`config.mk`:
```
export PLATFORM = sky130hd
export DESIGN_NAME = seq_right_shifter
export DESIGN_NICKNAME = d
export VERILOG_FILES = /design/src/rtl/shifter_pkg.sv /design/src/rtl/right_shift_stage.sv /design/src/rtl/seq_right_shifter.sv
export SDC_FILE = /design/constraint.sdc
export NUM_CORES = 1
export LEC_CHECK = 0
export ABC_AREA = 0
export BUFFER_PORTS_ARGS = -buffer_cell sky130_fd_sc_hd__buf_2
export CAP_MARGIN = 20
export CORE_ASPECT_RATIO = 1.2
export CORE_MARGIN = 2
export CORE_UTILIZATION = 30
export DETAILED_ROUTE_END_ITERATION = 8
export PLACE_DENSITY_LB_ADDON = 0.08
export RECOVER_POWER = 100
export SYNTH_ARGS = -nofsm -noshare
export SYNTH_HDL_FRONTEND = slang
export SYNTH_SLANG_ARGS = --single-unit
```
`constraint.sdc`:
```
create_clock -name clock -period 2.72 [get_ports clock]
set_clock_uncertainty 0.2 [all_clocks]
set_input_delay 0.272 -clock clock [delete_from_list [all_inputs] [get_ports clock]]
set_output_delay 0.272 -clock clock [all_outputs]
set_load 0.005 [all_outputs]
```
`src/rtl/shifter_pkg.sv`:
```
// Shared definitions for the datapath shifters: controller state type, default
// operand width and the per-stage shift amount used to wire power-of-two stages.
package shifter_pkg;

   localparam int DEFAULT_WIDTH = 32;

   typedef enum logic [1:0] {
      IDLE  = 2'd0,
      SHIFT = 2'd1,
      DONE  = 2'd2
   } state_e;

   function automatic int stage_amount(input int k);
      return 1 << k;
   endfunction

endpackage

```
`src/rtl/right_shift_stage.sv`:
```
// One power-of-two right-shift stage: when enabled, shifts by AMOUNT and fills
// the vacated top bits with the supplied fill bit; otherwise passes data through.
module right_shift_stage #(
   parameter int WIDTH  = 32,
   parameter int AMOUNT = 1
) (
   input  logic [WIDTH-1:0] data,
   input  logic             fill,
   input  logic             en,
   output logic [WIDTH-1:0] out
);

   assign out = en ? {{AMOUNT{fill}}, data[WIDTH-1:AMOUNT]} : data;

endmodule

```
`src/rtl/seq_right_shifter.sv`:
```
// Multi-cycle right shifter: one power-of-two stage per clock, MSB stage first.
// Arithmetic fill is compiled in only when SEQ_RIGHT_SHIFTER_ARITH_EN is defined.
module seq_right_shifter
   import shifter_pkg::*;
#(
   parameter int WIDTH = DEFAULT_WIDTH
) (
   input  logic                     clock,
   input  logic                     reset_n,
   input  logic                     in_valid,
   output logic                     in_ready,
   input  logic [WIDTH-1:0]         in_data,
   input  logic [$clog2(WIDTH)-1:0] in_shamt,
   input  logic                     in_arith,
   output logic                     out_valid,
   input  logic                     out_ready,
   output logic [WIDTH-1:0]         out_data,
   output logic [1:0]               dbg_state
);

   localparam int SHAMT_W = $clog2(WIDTH);

   // Handshake: a transfer happens on a rising edge where valid and ready are
   // both high; ready/valid here come from state only, never from the peer.
   state_e               state_q;
   logic [WIDTH-1:0]     work_q;
   logic [WIDTH-1:0]     work_d;
   logic [SHAMT_W-1:0]   shamt_q;
   logic [SHAMT_W-1:0]   k_q;
   logic [WIDTH-1:0]     out_data_q;
   logic                 fill;
   logic [WIDTH-1:0]     stage_out [SHAMT_W];

`ifdef SEQ_RIGHT_SHIFTER_ARITH_EN
   logic fill_q;

   always_ff @(posedge clock or negedge reset_n) begin
      if (!reset_n) begin
         fill_q <= 1'b0;
      end else if (state_q == IDLE && in_valid) begin
         fill_q <= in_arith & in_data[WIDTH-1];
      end
   end

   assign fill = fill_q;
`else
   logic unused_arith;

   assign unused_arith = in_arith;
   assign fill         = 1'b0;
`endif

   for (genvar i = 0; i < SHAMT_W; i++) begin : g_stage
      right_shift_stage #(
         .WIDTH  (WIDTH),
         .AMOUNT (stage_amount(i))
      ) u_stage (
         .data (work_q),
         .fill (fill),
         .en   (shamt_q[i]),
         .out  (stage_out[i])
      );
   end

   always_comb begin
      work_d = work_q;
      for (int i = 0; i < SHAMT_W; i++) begin
         if (k_q == SHAMT_W'(i)) work_d = stage_out[i];
      end
   end

   always_ff @(posedge clock or negedge reset_n) begin
      if (!reset_n) begin
         state_q    <= IDLE;
         work_q     <= '0;
         shamt_q    <= '0;
         k_q        <= '0;
         out_data_q <= '0;
      end else begin
         case (state_q)
            IDLE: begin
               if (in_valid) begin
                  work_q  <= in_data;
                  shamt_q <= in_shamt;
                  k_q     <= SHAMT_W'(SHAMT_W - 1);
                  state_q <= SHIFT;
               end
            end
            SHIFT: begin
               work_q <= work_d;
               if (k_q == '0) begin
                  out_data_q <= work_d;
                  state_q    <= DONE;
               end else begin
                  k_q <= k_q - SHAMT_W'(1);
               end
            end
            DONE: begin
               if (out_ready) state_q <= IDLE;
            end
            default: state_q <= IDLE;
         endcase
      end
   end

   assign in_ready  = (state_q == IDLE);
   assign out_valid = (state_q == DONE);
   assign out_data  = out_data_q;
   assign dbg_state = state_q;

endmodule

```
==> flow_metrics.env <==
export IMPL_clock_tree_root_cell="clkbuf_16"
export IMPL_cts_reportedPaths_clkPinSlew_ns=0.06
export IMPL_ir_drop_mv=0.412
export IMPL_fin_area_um2=6660
export IMPL_area_delta_synth_final_pct=21.5
export IMPL_drc=0
export IMPL_cts_buffers_inserted=9
export IMPL_start_util_pct=30.4
export IMPL_fmax_ghz=0.390
export IMPL_hpwl_um=13200
export IMPL_slew_violations=0
export IMPL_synthesis_yosys_warnings=0
export IMPL_clock_latency_ns=0.35
export IMPL_hold_viol=0
export IMPL_wl_per_cell_um=20.7
export IMPL_synthArstFlopShare_pct=100
export IMPL_avgViaCountPerCell=5.73
export IMPL_slew_headroom_pct=32.2
export IMPL_grt_first_pass_wirelength_um=30800
export IMPL_maxCapViolCount=0
export IMPL_setup_viol=0
export IMPL_cts_sinks=76
export IMPL_overflow=0
export IMPL_rsz0062_at_grt="false"
export IMPL_fin_crit_sh_pct=94.2
export IMPL_status="finished, final reports clean"
export IMPL_antennaDiodeCount=0
export IMPL_cp_arrival_ns=2.63
export IMPL_synthDistinctLibCells=50
export IMPL_worst_pin_slew_ns=1.02
export IMPL_firstDrtPassIters=7
export IMPL_synth_ff_type="dfrtp_1"
export IMPL_synth_area_um2=5480
export IMPL_cts_tree="built"
export IMPL_p_total_uw=8990
export IMPL_dr_first_iter_drc_count=579
export IMPL_end_kind="flop"
export IMPL_die_area_um2=19400
export IMPL_drive_above_1_share_pct=19.3
export IMPL_layout_common_cells="80 x o21ai_0, 76 x dfrtp_1, 72 x mux2i_1, 64 x buf_2"
export IMPL_grt_met1_usage_pct=27.4
export IMPL_cp_max_fo=6
export IMPL_placed_area_um2=6090
export IMPL_layout_min_cycle_time_ns=2.56
export IMPL_port_buffers=76
export IMPL_grt_usage_pct=20.2
export IMPL_top_usage_layer="met2"
export IMPL_synth_nets=699
export IMPL_cts_htree_levels=3
export IMPL_ant_nets=0
export IMPL_fp_dieW_um=127
export IMPL_crit_required_ns=2.79
export IMPL_min_path_type="in2reg"
export IMPL_core_rowCount=54
export IMPL_grtUsageMet2_pct=32.5
export IMPL_grt_pass1_vias=5302
export IMPL_grt_use_met3_pct=4.23
export IMPL_cp_start_kind="flop"
export IMPL_synth_edf_count=0
export IMPL_grt_max_degree=77
export IMPL_setup_tns_final_ns=0
export IMPL_synth_seq_area_share_pct=34.7
export IMPL_synth_ff_latch_count=76
export IMPL_power_density_nw_per_um2=1350
export IMPL_place_gp_congestion=0.922
export IMPL_finalWirelength_um=19600
export IMPL_final_common_cell="o21ai_0"
export IMPL_io_pins=78
export IMPL_core_area_um2=18000
export IMPL_p_leak_uw=0.00280
export IMPL_syn_avg_cell_area_um2=8.41
export IMPL_vias=5425
export IMPL_die_h_um=152
export IMPL_synth_cells=652
export IMPL_antenna_found_initial=0
export IMPL_critical_path_class="reg2reg"
export IMPL_clock_path_buffers=2
export IMPL_num_nets_final=764
[worst max-delay path: stages (launching register included)]
cell and delay (ns):
dfrtp_1 0.43, ha_1 0.29, or4b_2 0.63, clkbuf_2 0.18, o22ai_1 0.15, buf_4 0.17
a222oi_1 0.10, clkbuf_1 0.16, o21ai_0 0.16
[sequential cells by signal, summed over array words and instances (netlist names)]
register / cells
dbg_state: 2
k_q: 5
out_data: 32
shamt_q: 5
work_q: 32
[logic make-up (layout without fill, tap and decap cells)]
logic type	after synthesis	in the layout	synth area share (%)
buffers and inverters	91	161	6.69
flip-flops	76	76	34.7
AO/OA/AOI/OAI	256	256	29.0
XOR/XNOR	2	2	0.320
adder cells (fa/ha/maj)	5	5	1.14
AND/OR/NAND/NOR	133	133	11.5
multiplexers	89	89	16.6
[layer usage]
metal	routed length, um	vias up	part of all wire (%)
li1	-	2556	-
met1	8990	2662	46
met2	9340	184	48
met3	929	23	4.7
met4	320	0	1.6
met5	0	-	0
[synthesized netlist by cell type, drive strengths merged (18+ instances only)]
cell	number	share of area, %
a31oi	26	3.0
a22oi	31	4.2
o21ai	83	7.6
buf	30	2.5
o22ai	22	2.5
nand2	52	3.6
mux2i	72	13
nand3	18	1.6
dfrtp	76	35
clkbuf	55	3.8
a21oi	51	4.7
nor2	33	2.3
[final timing paths]
| kind | startpoint | endpoint | slack, ns | cells past startpoint |
|---|---|---|---|---|
| worst min-delay path | in_data[16] | work_q[16] | 0.006 | 3 |
| worst max-delay path | k_q[0] | out_data[26] | 0.16 | 8 |
| worst min register to register | out_data[21] | out_data[21] | 0.28 | 2 |
| min in group asynchronous | reset_n | out_data[31] | 0.36 | 2 |
| max in group asynchronous | reset_n | out_data[3] | 0.44 | 3 |
| worst max register to register | k_q[0] | out_data[26] | 0.16 | 8 |
[where the power goes]
part           internal (uW)  leakage, uW  switching [uW]
registers               1690     0.000923            1050
logic                   2200      0.00173            2800
clock network            734     0.000144             520
total                   4620      0.00280            4370
[cell type report]
type / count / area (um^2)
fillers: 1856 / 11400
inverters: 6 / 22.5
multi-input cells: 485 / 3230
repair buffers: 139 / 930
clock inverters: 6 / 63.8
clock buffers: 10 / 239
flip-flops and latches: 76 / 1900
well taps: 224 / 280
[repair_timing]
action | CTS | global route
setup endpoints to repair | 0 | 25
hold buffers | 29 | 0
buffers inserted | 0 | 1
hold endpoints to repair | 104 | 0
resized for setup | 0 | 2
[metrics by stage]
step	hold slack (ns)	setup slack, ns	instances	util, %
detailed placement	0.267	0.0265	898	33.8
CTS	0.00498	0.0141	943	37.1
finish	0.00602	0.158	946	36.9
global placement	0.259	0.122	898	33.8
global route	0.00177	0.0100	946	36.9
floorplan	-0.224	0.320	652	-
Note: power is estimated with default switching activity, not from simulation.
